===== config.mk =====
export PLATFORM = sky130hd
export DESIGN_NAME = special_reg_bank
export DESIGN_NICKNAME = d
export VERILOG_FILES = /design/src/rtl/sreg_pkg.sv /design/src/rtl/sreg_sp_unit.sv /design/src/rtl/special_reg_bank.sv
export SDC_FILE = /design/constraint.sdc
export NUM_CORES = 1
export LEC_CHECK = 0
export CORE_AREA = 4 4 231 233
export CTS_BUF_LIST = sky130_fd_sc_hd__clkbuf_16
export CTS_CLUSTER_SIZE = 20
export DETAILED_ROUTE_END_ITERATION = 10
export DIE_AREA = 0 0 235 237
export PLACE_DENSITY = 0.53
export SYNTH_ARGS = -nofsm -noshare
export SYNTH_HDL_FRONTEND = slang
export SYNTH_SLANG_ARGS = --single-unit

===== constraint.sdc =====
create_clock -name clk -period 5.05 [get_ports clk]
set_input_delay 0.7575 -clock clk [delete_from_list [all_inputs] [get_ports clk]]
set_output_delay 0.7575 -clock clk [all_outputs]
set_load 0.005 [all_outputs]

===== src/rtl/sreg_pkg.sv =====
// rtl/sreg_pkg.sv - special-register indices, NZCV positions and SP fault bit names
package sreg_pkg;
   localparam int REG_ZR   = 0;
   localparam int REG_SP   = 4;
   localparam int REG_LR   = 5;
   localparam int REG_PC   = 6;
   localparam int REG_CPSR = 7;

   // positions inside the 4-bit flags_wr/flags_in vectors
   localparam int FLAG_N = 3;
   localparam int FLAG_Z = 2;
   localparam int FLAG_C = 1;
   localparam int FLAG_V = 0;

   localparam int SPF_OVF = 0;
   localparam int SPF_UNF = 1;
endpackage


===== src/rtl/sreg_sp_unit.sv =====
// rtl/sreg_sp_unit.sv - SP push/pop next value, floor/ceiling checks, sticky fault flags
module sreg_sp_unit
   import sreg_pkg::*;
#(
   parameter int DATA_W   = 32,
   parameter int SP_STEP  = 4,
   parameter int SP_RESET = 'h1000,
   parameter int SP_LIMIT = 'h0800
) (
   input  logic              clk_i,
   input  logic              reset_i,
   input  logic [DATA_W-1:0] sp_i,
   input  logic              push_i,
   input  logic              pop_i,
   input  logic              wr_i,
   input  logic              clr_i,
   output logic [DATA_W-1:0] sp_next_o,
   output logic              sp_upd_o,
   output logic [1:0]        fault_o
);
   // one extra bit so SP near zero cannot wrap past the floor check
   localparam logic [DATA_W:0]   PUSH_MIN = (DATA_W+1)'(SP_LIMIT + SP_STEP);
   localparam logic [DATA_W:0]   POP_MAX  = (DATA_W+1)'(SP_RESET - SP_STEP);
   localparam logic [DATA_W-1:0] STEP     = DATA_W'(SP_STEP);

   logic       push_only;
   logic       pop_only;
   logic       push_ok;
   logic       pop_ok;
   logic [1:0] fault_q;
   logic [1:0] fault_d;

   assign push_only = push_i & ~pop_i;
   assign pop_only  = pop_i & ~push_i;
   assign push_ok   = {1'b0, sp_i} >= PUSH_MIN;
   assign pop_ok    = {1'b0, sp_i} <= POP_MAX;

   always_comb begin
      sp_upd_o  = 1'b0;
      sp_next_o = sp_i;
      if (push_only && push_ok) begin
         sp_upd_o  = 1'b1;
         sp_next_o = sp_i - STEP;
      end else if (pop_only && pop_ok) begin
         sp_upd_o  = 1'b1;
         sp_next_o = sp_i + STEP;
      end
   end

   // an explicit SP write overrides the auto op, so it also suppresses any new fault
   always_comb begin
      fault_d = fault_q;
      if (wr_i || clr_i) begin
         fault_d = 2'b00;
      end else begin
         if (push_only && !push_ok) fault_d[SPF_OVF] = 1'b1;
         if (pop_only && !pop_ok)   fault_d[SPF_UNF] = 1'b1;
      end
   end

   always_ff @(posedge clk_i) begin
      if (reset_i) fault_q <= 2'b00;
      else         fault_q <= fault_d;
   end

   assign fault_o = fault_q;
endmodule


===== src/rtl/special_reg_bank.sv =====
// rtl/special_reg_bank.sv - special-register file (ZR/SP/LR/PC/CPSR) with auto ops
// Optional SREG_SHADOW_EN: ctx_save/ctx_restore shadow bank for regs 1..NUM_REGS-1.
module special_reg_bank
   import sreg_pkg::*;
#(
   parameter int DATA_W   = 32,
   parameter int NUM_REGS = 8,
   parameter int ADDR_W   = $clog2(NUM_REGS),
   parameter int PC_STEP  = 4,
   parameter int SP_STEP  = 4,
   parameter int PC_RESET = 0,
   parameter int SP_RESET = 'h1000,
   parameter int SP_LIMIT = 'h0800
) (
   input  logic                       clk,
   input  logic                       reset,
   input  logic [NUM_REGS-1:0]        wr_en,
   input  logic [NUM_REGS*DATA_W-1:0] wr_data,
   input  logic                       usr_wr_en,
   input  logic [ADDR_W-1:0]          usr_wr_addr,
   input  logic [DATA_W-1:0]          usr_wr_data,
   input  logic [ADDR_W-1:0]          usr_rd_addr,
   output logic [DATA_W-1:0]          usr_rd_data,
   output logic [NUM_REGS*DATA_W-1:0] rd_all,
   input  logic                       pc_inc,
   input  logic                       sp_push,
   input  logic                       sp_pop,
`ifdef SREG_SHADOW_EN
   input  logic                       ctx_save,
   input  logic                       ctx_restore,
`endif
   input  logic [3:0]                 flags_wr,
   input  logic [3:0]                 flags_in,
   output logic [1:0]                 sp_fault
);
   localparam logic [DATA_W-1:0] PC_INC = DATA_W'(PC_STEP);
   localparam logic [DATA_W-1:0] PC_RST = DATA_W'(PC_RESET);
   localparam logic [DATA_W-1:0] SP_RST = DATA_W'(SP_RESET);

   logic [DATA_W-1:0] regs_q [NUM_REGS];
   logic [DATA_W-1:0] regs_d [NUM_REGS];
   logic [DATA_W-1:0] sp_auto;
   logic              sp_auto_en;
   logic              sp_wr;
   logic              ctx_clr;
   logic [DATA_W-1:0] flag_mask;
   logic [DATA_W-1:0] flag_val;

   assign sp_wr     = wr_en[REG_SP] || (usr_wr_en && usr_wr_addr == ADDR_W'(REG_SP));
   assign flag_mask = {flags_wr, {(DATA_W-4){1'b0}}};
   assign flag_val  = {flags_wr & flags_in, {(DATA_W-4){1'b0}}};

`ifdef SREG_SHADOW_EN
   logic [DATA_W-1:0] shadow_q [NUM_REGS];

   assign ctx_clr = ctx_restore;

   always_ff @(posedge clk) begin
      if (reset) begin
         for (int i = 0; i < NUM_REGS; i++) shadow_q[i] <= '0;
      end else if (ctx_save && !ctx_restore) begin
         for (int i = 0; i < NUM_REGS; i++) shadow_q[i] <= regs_q[i];
      end
   end
`else
   assign ctx_clr = 1'b0;
`endif

   sreg_sp_unit #(
      .DATA_W   (DATA_W),
      .SP_STEP  (SP_STEP),
      .SP_RESET (SP_RESET),
      .SP_LIMIT (SP_LIMIT)
   ) u_sp (
      .clk_i     (clk),
      .reset_i   (reset),
      .sp_i      (regs_q[REG_SP]),
      .push_i    (sp_push),
      .pop_i     (sp_pop),
      .wr_i      (sp_wr),
      .clr_i     (ctx_clr),
      .sp_next_o (sp_auto),
      .sp_upd_o  (sp_auto_en),
      .fault_o   (sp_fault)
   );

   // priority per register: dedicated write, then user write, then that register's auto op
   always_comb begin
      for (int i = 0; i < NUM_REGS; i++) begin
         regs_d[i] = regs_q[i];
         if (wr_en[i])
            regs_d[i] = wr_data[i*DATA_W +: DATA_W];
         else if (usr_wr_en && usr_wr_addr == ADDR_W'(i))
            regs_d[i] = usr_wr_data;
         else if (i == REG_PC && pc_inc)
            regs_d[i] = regs_q[i] + PC_INC;
         else if (i == REG_SP && sp_auto_en)
            regs_d[i] = sp_auto;
         else if (i == REG_CPSR)
            regs_d[i] = (regs_q[i] & ~flag_mask) | flag_val;
`ifdef SREG_SHADOW_EN
         if (ctx_restore && i != REG_ZR)
            regs_d[i] = shadow_q[i];
`endif
      end
      regs_d[REG_ZR] = '0;
   end

   always_ff @(posedge clk) begin
      if (reset) begin
         for (int i = 0; i < NUM_REGS; i++) regs_q[i] <= '0;
         regs_q[REG_PC] <= PC_RST;
         regs_q[REG_SP] <= SP_RST;
      end else begin
         for (int i = 0; i < NUM_REGS; i++) regs_q[i] <= regs_d[i];
      end
   end

   for (genvar g = 0; g < NUM_REGS; g++) begin : g_rd_all
      assign rd_all[g*DATA_W +: DATA_W] = regs_q[g];
   end

   assign usr_rd_data = regs_q[usr_rd_addr];
endmodule


Yosys cells after proc, flatten, opt, wreduce, memory -nomap -nowiden
Memories as Yosys holds them, arrays and structs flattened. Cells that the tools add are included. Widths: inputs -> output; s select.

Register bits after elaboration: 2. Memories kept: 1. Latch bits: 0. Input port bits: 316. RAM bits: 256. Bits in read-only memories: 0.

Add/subtract/negate cells: 3. Bitwise operators: 18. Multiplexer cells: 33. Div/mod/pow operators: 0. Shift operators: 0. Reductions and logical operators: 15. Equal/unequal tests: 7. Multiply operators: 0. Magnitude comparators: 2.

Memories: regs_q (depth 8, width 32, read ports 9, clocked after memory_dff 0, wr ports 8, line special_reg_bank.sv:40) `logic [DATA_W-1:0] regs_q [NUM_REGS];`.

Operators with widths (count): $mux 32 (28); $add 32x3->32 const B (2); $and 32x32->32 (1); $ge 32x12->1 const B (1); $le 32x12->1 const B (1); $not 32->32 (1); $or 32x32->32 (1); $sub 32x3->32 const B (1); $eq 3x3->1 const B (4); $logic_and 1x1->1 (11); $or 1x1->1 (10); $eq 3x2->1 const B (2); $mux 1 (5); $and 4x4->4 (1); $eq 3x1->1 const B (1); $and 1x1->1 (2); $logic_not 1->1 (2); $not 1->1 (2); $reduce_or 2->1 (1); $logic_or 1x1->1 (1).

Depth between registers and ports, before layout
Gate-level depths: netlist (run 1).

Word-level depth: 9. Depth in mapped cells: 14. Mapped depth without buffers: 13.

By module
Synthesis (run 1) repeated with hierarchy kept, for this count alone.

Cell total of the unflattened synthesis: 1733. Area, all modules: 14422.6 um^2.

By module, submodules not included: special_reg_bank (cells each 1582, instances 1, area an instance 13377.8 um^2); sreg_sp_unit (cells each 151, instances 1, area an instance 1044.8 um^2).

Worst setup path before layout (run 1)
Ideal clock, no wire load.

Path kind: input port to flip-flop. Start: input port sp_pop. End: memory regs_q[4][26]. Arrival: 4.177 ns. Slack: 0.803 ns. Setup time: 0.070 ns. Buffers on the path: 0. Cell stages on the path: 11. Cells stage by stage: nand2b_1 nor2_1 ha_1 a21o_1 a221oi_2 o31ai_2 a31o_2 a21oi_1 mux2i_1 o2111ai_1 a21oi_1.

RTL lines: from (decl) (line special_reg_bank.sv:27) `input logic sp_pop,`; to (decl) (line special_reg_bank.sv:40).

==> metrics.md, run 1 <==
| Metric | Value |
|---|---|
| Initial antenna violation count | `15` |
| Slew margin rel. | `25.5%` |
| Via density | `5.36` |
| RSZ-0062 raised after global routing | `false` |
| Port Buffers | `540` |
| WHS | `0.500 ns` |
| Fmax | `239 MHz` |
| Post-CTS Setup Bufs | `0` |
| Root Driver | `clkbuf_16` |
| Hpwl dp | `57600 µm` |
| Routed Antenna Nets | `0` |
| Number of flops mapped to enable cells by yosys | `0` |
| Leakage power | `0.00852 µW` |
| R2r endpoint | `regs_q[4][29]` |
| Skew final | `0.0135 ns` |
| Overflow after GRT | `0` |
| Final core utilization | `41.9%` |
| DRC errors left | `0` |
| Maxcap violations | `0` |
| Setup TNS | `0 ns` |
| Routability congestion estimate | `0.923` |
| Die outline height | `237 µm` |
| Core Footprint | `51200 µm²` |
| Final Max Tran Viols | `0` |
| Pwr Density | `266 nW/µm²` |
| Die area | `55700 µm²` |
| First-pass DRT Iterations | `5` |
| Worst hold start | `u_sp.fault_o[1]` |
| DR vias | `16200` |
| Width of the die | `235 µm` |
| Number of global-route vias before repair | `15600` |
| Final setup viols | `0` |
| H-tree depth | `1` |
| Register-to-register setup slack | `0.87 ns` |
| Async set or reset register ratio after synthesis | `0%` |
| Final wirelength | `77300 µm` |
| TritonCTS clock tree | `done` |
| Synth area leaders | `dfxtp_1, mux2i_1, nor2_1` |
| Most used flip-flop cell after synthesis | `dfxtp_1` |
| Hold_buf cts | `0` |
| Setup WS pre-CTS | `0.652 ns` |
| Outcome | `completed` |
| Fin crit share | `82.7%` |
| Crit end category | `register` |
| Post_cts resized | `0` |
| Register bit total from synthesis | `226` |
| WHS Path Cells | `2` |
| Yosys top cell area share | `30.7%` |
| Post-Synthesis Cells | `1851` |
| Worst Path Required | `5.48 ns` |
| First-pass GRT wire length | `110000 µm` |
| Cell Rows | `83` |
| CP max FO | `18` |
| Clock latency on the worst-skew pair | `0.57 ns` |
| Initial Utilization | `28.8%` |
| Final net count | `2659` |
| Reg-to-Reg Start | `regs_q[4][19]` |
| Min Tclk post-route | `4.18 ns` |
| Final WS setup | `0.873 ns` |
| Min-Delay Path Class | `reg -> reg` |
| Register area share after synthesis | `30.7%` |
| Worst Path Class, Setup | `reg -> reg` |
| Share of cells above drive strength 1 | `7.36%` |
| Synth Area per Inst | `7.96 µm²` |
| Clock tree buffer depth | `3` |
| Synth cell types | `72` |
| Yosys top cell by area | `dfxtp_1` |
| Area Growth Syn to Fin | `45.8%` |
| Worst r2r path cells | `14` |
| Crit path launch type | `register` |
| Post-route cell area | `21500 µm²` |
| 1st-iter DRT viols | `1293` |
| I/O pin count | `606` |
| All-Layer GR Usage | `26.0%` |
| Worst-margin pin slew | `1.11 ns` |
| Pin count of the biggest net entering global routing | `112` |
| Final Hold Viols | `0` |
| Clock Sinks | `226` |
| Number of fill cells | `5178` |
| Worst Hold Path EP | `u_sp.fault_o[1]` |
| Routed len/inst | `25.5 µm` |
| Total CTS buffers | `30` |
| Worst path arrival time | `4.61 ns` |
| Placement Cell Area | `20500 µm²` |
| Maximum vdd drop | `0.000253 V` |
| Cell Area, Synth | `14700 µm²` |
| Reg clk slew, reported paths | `0.06 ns` |
| Yosys warnings | `0` |
-- cell type report --
cell class	count	area (µm²)	area share, %
Tap cell	680	851	3.96
Clock inverter	26	196	0.915
Inverter	43	161	0.752
Multi-Input combinational cell	1437	9310	43.4
Clock buffer	30	751	3.50
Antenna cell	8	20.0	0.0933
Timing Repair Buffer	575	5650	26.3
Sequential cell	226	4520	21.1
-- cell usage in the layout, fill, tap and decap left out, types with 6 or more instances in the layout --
| cell | Yosys | layout |
|---|---|---|
| ha_1 | 29 | 29 |
| o21ai_0 | 30 | 30 |
| buf_2 | 14 | 7 |
| a211oi_1 | 55 | 55 |
| clkbuf_16 | 0 | 30 |
| a22oi_1 | 7 | 7 |
| clkdlybuf4s50_1 | 0 | 530 |
| o221ai_1 | 13 | 13 |
| mux2_2 | 32 | 32 |
| a21o_1 | 11 | 11 |
| a21oi_1 | 268 | 268 |
| nand2_1 | 77 | 77 |
| clkinv_1 | 1 | 16 |
| and3_1 | 10 | 10 |
| nand3_1 | 20 | 19 |
| xnor2_1 | 26 | 26 |
| mux2i_1 | 162 | 162 |
| xor2_1 | 22 | 22 |
| conb_1 | 1 | 32 |
| dfxtp_1 | 226 | 226 |
| nor4_1 | 9 | 9 |
| o22ai_1 | 7 | 7 |
| nor2_1 | 402 | 401 |
| a221oi_1 | 34 | 34 |
| a31oi_1 | 9 | 9 |
| nor3_1 | 44 | 42 |
| nand4_1 | 14 | 14 |
| buf_4 | 33 | 35 |
| o21a_1 | 10 | 10 |
| inv_1 | 42 | 45 |
| diode_2 | 0 | 8 |
| mux4_2 | 31 | 31 |
| o211ai_1 | 17 | 17 |
| or3_1 | 6 | 6 |
-- critical path, cell delays in order, from the launching register on --
cell and delay (ns):
dfxtp_1 0.43, nor4_1 0.38, nand3_1 0.28, nor3_1 0.36, nor2_2 0.18, buf_4 0.26
ha_1 0.39, a21o_1 0.21, a31o_2 0.28, o21bai_1 0.16, a31oi_1 0.15, a21boi_0 0.50
a21oi_1 0.20, xnor2_1 0.19, a21oi_1 0.09
-- registers in the layout, summed over array words and instances (netlist names), named ones only --
register      count
regs_q          220
u_sp.fault_o      2
-- power by group --
group          switching (µW)  internal (µW)  total [µW]
Clock                     895           1220        2120
Combinational             741            764        1510
Sequential                174           1900        2080
-- metrics by stage --
stage,std cells,total power (µW)
after global routing,3022,5940
after detailed placement,2961,3610
after global placement,2961,3600
final,3025,5700
after floorplan,1882,2760
after CTS,3017,5730
-- routing by layer --
layer | track usage, % | routed length (µm) | vias to the layer above
li1 | - | - | 7518
met1 | 33.8 | 33000 | 7865
met2 | 43.1 | 36100 | 682
met3 | 6.49 | 5750 | 140
met4 | 6.93 | 2270 | 18
met5 | 0 | 126 | -
-- logic make-up after synthesis --
kind of cell	after synthesis	share of synthesized area, %
mux	226	18.4
simple gates	609	17.8
fa+ha+maj	30	2.60
other cells	1	0.0255
xor+xnor	48	2.85
compound gates	492	20.6
flops	226	30.7
buf+inv	219	7.06
-- synthesized netlist by cell type, drive strengths merged (2+ instances only) --
cell type,instances
nor2,402
a211oi,55
ha,29
o21ai,30
or3,8
xnor2,26
and3,11
a221oi,35
a21o,11
dfxtp,226
and2,2
o21bai,4
inv,42
clkbuf,104
nor4,11
mux2,32
mux2i,162
xor2,22
buf,72
o22ai,7
a2111oi,2
a21boi,2
nor2b,5
nand2,78
a31o,4
a21oi,268
o211ai,17
o21a,10
a31oi,9
a311oi,2
a22oi,7
nor3,45
o31ai,3
nand4,16
o221ai,13
a211o,4
nand3,21
o2111ai,3
mux4,32
nand2b,2
and4,3
-- how the worst max path moves through the flow --
| stage | depth (start not counted) | startpoint | endpoint |
|---|---|---|---|
| 2_1_floorplan | 11 | sp_pop | regs_q[4][26] |
| 3_3_place_gp | 13 | sp_pop | regs_q[4][29] |
| 3_5_place_dp | 13 | sp_pop | regs_q[4][29] |
| 4_1_cts | 14 | regs_q[4][19] | regs_q[4][29] |
| 5_1_grt | 14 | regs_q[4][3] | regs_q[4][29] |
| 6_report | 14 | regs_q[4][19] | regs_q[4][29] |
No activity file was read; power rests on OpenSTA's default activity.
==> run 2: changes to the inputs <==
--- a/config.mk
+++ b/config.mk
@@ -5,12 +5,12 @@
 export SDC_FILE = /design/constraint.sdc
 export NUM_CORES = 1
 export LEC_CHECK = 0
-export CORE_AREA = 4 4 231 233
+export CORE_AREA = 4 4 235 237
 export CTS_BUF_LIST = sky130_fd_sc_hd__clkbuf_16
 export CTS_CLUSTER_SIZE = 20
 export DETAILED_ROUTE_END_ITERATION = 10
-export DIE_AREA = 0 0 235 237
-export PLACE_DENSITY = 0.53
+export DIE_AREA = 0 0 239 241
+export PLACE_DENSITY = 0.54
 export SYNTH_ARGS = -nofsm -noshare
 export SYNTH_HDL_FRONTEND = slang
 export SYNTH_SLANG_ARGS = --single-unit
==> constraint.sdc (replaced) <==
create_clock -name clk -period 3.82 [get_ports clk]
set_input_delay 0.573 -clock clk [delete_from_list [all_inputs] [get_ports clk]]
set_output_delay 0.573 -clock clk [all_outputs]
set_load 0.005 [all_outputs]
==> run 2 against run 1 <==
  * Register-to-register slack got worse by 0.68 ns
  * First-iteration DRC count fell by 1.4%
  * Core utilization shrank 0.55 points
  * Global-route usage shrank 0.85 points
==> metrics.md, run 2 (synthesized netlist as in run 1, its figures left out) <==
| Metric | Value |
|---|---|
| Clock latency on the worst-skew pair | `0.58 ns` |
| TritonCTS clock tree | `done` |
| Post-route insts no fill | `3112` |
| Reg-to-Reg Start | `regs_q[4][7]` |
| Crit end category | `register` |
| Initial Utilization | `27.6%` |
| Maxcap violations | `0` |
| CP max FO | `23` |
| H-tree depth | `1` |
| Crit path launch type | `register` |
| Register-to-register setup slack | `0.19 ns` |
| Total CTS buffers | `30` |
| DR vias | `16500` |
| Reg clk slew, reported paths | `0.06 ns` |
| WHS | `0.399 ns` |
| Width of the die | `239 µm` |
| Clock Sinks | `226` |
| Slew margin rel. | `33.8%` |
| Final wirelength | `77400 µm` |
| Max reg flops | `220` |
| Port Buffers | `540` |
| Hold_buf cts | `0` |
| Routed Antenna Nets | `0` |
| First-pass GRT wire length | `109000 µm` |
| Number of global-route vias before repair | `16100` |
| Core Footprint | `53300 µm²` |
| Via density | `5.31` |
| Min Tclk post-route | `3.63 ns` |
| Kind of cell adding the most delay to the critical path | `compound AO/OA/AOI/OAI gates` |
| Skew final | `0.0179 ns` |
| First-pass DRT Iterations | `5` |
| Worst-margin pin slew | `0.993 ns` |
| Clock tree buffer depth | `3` |
| Maximum vdd drop | `0.000217 V` |
| Initial antenna violation count | `16` |
| Crit path depth | `15` |
| Post_cts resized | `0` |
| DRC errors left | `0` |
| Die outline height | `241 µm` |
| Area Growth Syn to Fin | `49.7%` |
| Fmax | `276 MHz` |
| Routed len/inst | `24.9 µm` |
| Worst path arrival time | `4.06 ns` |
| Leakage power | `0.00889 µW` |
| Most common cell after layout, fill and taps aside | `clkdlybuf4s50_1` |
| Worst r2r path cells | `15` |
| Crit path from | `regs_q[4][7]` |
| All-Layer GR Usage | `25.1%` |
| Largest Register | `regs_q` |
| Pin count of the biggest net entering global routing | `59` |
| Final net count | `2730` |
| Pwr Density | `336 nW/µm²` |
| Number of fill cells | `5416` |
| Root Driver | `clkbuf_16` |
| 1st-iter DRT viols | `1275` |
| CP max stage cell | `ha_1` |
| Crit-path max cell delay | `0.35 ns` |
| Worst Path Required | `4.26 ns` |
| R2r endpoint | `regs_q[4][29]` |
| Post-CTS Setup Bufs | `0` |
| Die area | `57600 µm²` |
| Hpwl dp | `58100 µm` |
| Cells along the critical path | `nor4_1, a31oi_1, nor3_2, nor2_2, buf_12, ha_1, a21o_1, a31oi_1, a311oi_1, a211o_1, a21boi_0, buf_4, a21oi_1, xnor2_1, a21oi_1` |
| Inst Count DP | `3048` |
| Overflow after GRT | `0` |
| Share of cells above drive strength 1 | `10.1%` |
| Most frequent cells in the layout | `clkdlybuf4s50_1, nor2_1, a21oi_1` |
| Cell Rows | `85` |
| Fin crit share | `94.9%` |
| Outcome | `completed` |
| RSZ-0062 raised after global routing | `true` |
| CP Buf/Inv Count | `2` |
| Min-Delay Path Class | `in -> reg` |
| Worst Path Class, Setup | `reg -> reg` |
| Final setup viols | `0` |
| Setup crit end | `regs_q[4][29]` |
| I/O pin count | `606` |
| Final Max Tran Viols | `0` |
| Final Hold Viols | `0` |
| Routability congestion estimate | `0.912` |
-- run 2: final cells by class --
cell class | count | area [µm²] | area share, %
Timing Repair Buffer | 646 | 6260 | 28.4
Sequential cell | 226 | 4520 | 20.5
Multi-Input combinational cell | 1437 | 9330 | 42.3
Clock buffer | 31 | 776 | 3.52
Clock inverter | 23 | 95.1 | 0.431
Tap cell | 696 | 871 | 3.95
Antenna cell | 10 | 25.0 | 0.114
Inverter | 43 | 161 | 0.732
-- run 2: how the worst min path moves through the flow --
| stage | from | to | cells after the start |
|---|---|---|---|
| global route | reset | regs_q[6][24] | 2 |
| floorplan | u_sp.fault_o[0] | u_sp.fault_o[0] | 2 |
| global placement | u_sp.fault_o[0] | u_sp.fault_o[0] | 2 |
| detailed placement | u_sp.fault_o[0] | u_sp.fault_o[0] | 2 |
| CTS | reset | regs_q[6][24] | 2 |
| finish | reset | regs_q[7][16] | 2 |
-- run 2: layer usage --
metal  GRT usage, %  wire length [µm]  share of wire (%)  vias up
met5              0               115               0.15        -
met4           7.28              2180                2.8       16
met3           6.76              6570                8.5      139
met2           41.1             36100                 47      727
met1           32.8             32400                 42     7940
li1               -                 -                  -     7692
-- run 2: power breakdown --
group / internal, µW / switching (µW)
combinational: 1100 / 1060
sequential: 2520 / 176
clock: 1440 / 1130
-- run 2: metrics by stage --
step                util (%)  total power (µW)  cell area, µm²  setup WS [ns]  setup TNS, ns
finish                  41.4              7420           22000          0.194              0
global route            41.4              7750           22000       -0.00574       -0.00574
CTS                     41.3              7480           22000          0.134              0
detailed placement      39.6              4870           21100          0.107              0
global placement        39.6              4860           21100         0.0687              0
floorplan                  -              3650           14800          0.118              0
-- run 2: worst reg2reg max path: cells and delay by family (launching register included) --
kind / cells / cell delay, ns
flip-flops: 1 / 0.31
XOR/XNOR: 1 / 0.23
adder cells (fa/ha/maj): 1 / 0.36
AND/OR/NAND/NOR: 3 / 0.59
buffers and inverters: 2 / 0.33
AO/OA/AOI/OAI: 8 / 1.69
==> run 3: changes to the inputs <==
--- a/config.mk
+++ b/config.mk
@@ -5,12 +5,14 @@
 export SDC_FILE = /design/constraint.sdc
 export NUM_CORES = 1
 export LEC_CHECK = 0
-export CORE_AREA = 4 4 235 237
+export CORE_AREA = 4 4 232 234
 export CTS_BUF_LIST = sky130_fd_sc_hd__clkbuf_16
 export CTS_CLUSTER_SIZE = 20
 export DETAILED_ROUTE_END_ITERATION = 10
-export DIE_AREA = 0 0 239 241
-export PLACE_DENSITY = 0.54
+export DIE_AREA = 0 0 236 238
+export DONT_BUFFER_PORTS = 1
+export PLACE_DENSITY = 0.39
+export REMOVE_ABC_BUFFERS = 1
 export SYNTH_ARGS = -nofsm -noshare
 export SYNTH_HDL_FRONTEND = slang
 export SYNTH_SLANG_ARGS = --single-unit
==> run 3 against run 2 <==
  * Global-route usage decreased by 0.70 points
  * Sequential cell count unchanged
  * Clock power increased by 7%
  * Non-clock buffer count decreased by 544
  * Critical endpoint is now regs_q[4][28]
  * Sequential share of layout area increased by 6.7 points
  * Combinational power decreased by 43%
  * Largest cell class unchanged
  * Via count decreased by 13%
==> metrics.md, run 3 (synthesized netlist as in run 1, its figures left out) <==
| Metric | Value |
|---|---|
| Total CTS buffers | `30` |
| Largest Register | `regs_q` |
| Max reg flops | `220` |
| Pin count of the biggest net entering global routing | `215` |
| Most common cell after layout, fill and taps aside | `nor2_1` |
| Reg clk slew, reported paths | `0.06 ns` |
| Worst r2r path cells | `15` |
| Seq pwr share | `40.8%` |
| Routed len/inst | `28.7 µm` |
| Cell Rows | `84` |
| Width of the die | `236 µm` |
| Area Growth Syn to Fin | `12.9%` |
| Post-route cell area | `16600 µm²` |
| Leakage power | `0.00684 µW` |
| Final setup viols | `0` |
| H-tree depth | `1` |
| TritonCTS clock tree | `done` |
| CP max FO | `17` |
| Power, Total | `6700 µW` |
| Slew margin rel. | `25.1%` |
| 1st-iter DRT viols | `1156` |
| Most frequent cells in the layout | `nor2_1, a21oi_1, dfxtp_1` |
| Min Tclk post-route | `3.60 ns` |
| Final wirelength | `73200 µm` |
| Crit end category | `register` |
| Number of global-route vias before repair | `13500` |
| Die area | `56200 µm²` |
| Die outline height | `238 µm` |
| Core Footprint | `52000 µm²` |
| All-Layer GR Usage | `24.4%` |
| Final Max Tran Viols | `0` |
| Final net count | `2186` |
| Port Buffers | `0` |
| Switching share of power | `30.9%` |
| First-pass GRT wire length | `104000 µm` |
| Int Power | `4630 µW` |
| Via density | `5.61` |
| Clock latency on the worst-skew pair | `0.59 ns` |
| Min-Delay Path Class | `in -> reg` |
| Hold_buf cts | `0` |
| Worst path arrival time | `4.07 ns` |
| Initial antenna violation count | `7` |
| Fmax | `278 MHz` |
| Worst-margin pin slew | `1.12 ns` |
| Fin crit share | `94.3%` |
| Register-to-register setup slack | `0.22 ns` |
| Crit path launch type | `register` |
| Skew final | `0.0149 ns` |
| Routed Antenna Nets | `0` |
| Routability congestion estimate | `0.903` |
| P_sw | `2070 µW` |
| Comb power frac | `18.3%` |
| Initial Utilization | `28.3%` |
| WHS Path Cells | `1` |
| Final Hold Viols | `0` |
| Worst Path Required | `4.28 ns` |
| Root Driver | `clkbuf_16` |
| Maximum vdd drop | `0.000352 V` |
| Hpwl dp | `53000 µm` |
| DRC errors left | `0` |
| Clock Sinks | `226` |
| Overflow after GRT | `0` |
| DR vias | `14300` |
| Clock tree buffer depth | `3` |
| First-pass DRT Iterations | `5` |
| Placement Cell Area | `15600 µm²` |
| Worst Path Class, Setup | `reg -> reg` |
| Clock network power share | `40.9%` |
| I/O pin count | `606` |
| Pwr Density | `403 nW/µm²` |
| Maxcap violations | `0` |
| Share of cells above drive strength 1 | `12.8%` |
| Outcome | `completed` |
[run 3: area by class of cell]
class,instances,area [µm²]
Timing Repair Buffer,102,766
Fill cell,5590,35400
Antenna cell,3,7.51
Tap cell,688,861
Clock buffer,30,751
Sequential cell,226,4520
Multi-Input combinational cell,1437,9380
Inverter,43,161
Clock inverter,24,176
[run 3: path summary, 6_finish.rpt]
path | from | to
worst min-delay path | reset | register
worst min register to register | u_sp.fault_o[1] | u_sp.fault_o[1]
worst max-delay path | regs_q[4][31] | regs_q[4][28]
worst max register to register | regs_q[4][31] | regs_q[4][28]
[run 3: layer usage]
| layer | track usage, % | routed length, µm |
|---|---|---|
| met4 | 5.32 | 1970 |
| met1 | 32.3 | 30900 |
| met3 | 6.82 | 5950 |
| met5 | 0 | 20 |
| met2 | 40.1 | 34400 |
[run 3: worst max-delay path: stages, from the launching register on]
cell,delay (ns)
dfxtp_1,0.38
nor4_1,0.32
nand2_1,0.17
nor3_4,0.28
nor2_4,0.11
buf_4,0.23
buf_4,0.20
ha_1,0.35
a21oi_1,0.20
o21ai_0,0.16
a31o_2,0.28
a21oi_1,0.18
o21bai_1,0.10
or3_1,0.34
nand3_1,0.10
a21oi_1,0.07
[run 3: stage by stage]
stage | utilization [%] | hold WS, ns | instances | setup slack, ns | TNS, ns
after detailed placement | 30.0 | 0.515 | 2495 | -0.0382 | -0.0500
after global routing | 31.9 | 0.0263 | 2552 | -0.0191 | -0.0286
after CTS | 31.8 | 0.00760 | 2549 | 0.0450 | 0
after floorplan | - | 0.483 | 1706 | -0.635 | -21.98
after global placement | 30.0 | 0.512 | 2495 | -0.0207 | -0.0208
final | 32.0 | 0.0479 | 2553 | 0.218 | 0
[run 3: power groups by stage]
stage	Clock [µW]	Combinational (µW)	Sequential, µW
floorplan	0	781	2710
global placement	0	1200	2780
detailed placement	0	1200	2790
CTS	2820	1210	2730
global route	2910	1350	2750
finish	2740	1220	2730
[run 3: repair_timing]
action                                  CTS  global route
cloned                                    0             0
setup buffers                             0             1
gates resized for setup                   1            17
pin swaps                                 0             7
endpoints found under the setup margin    3            17
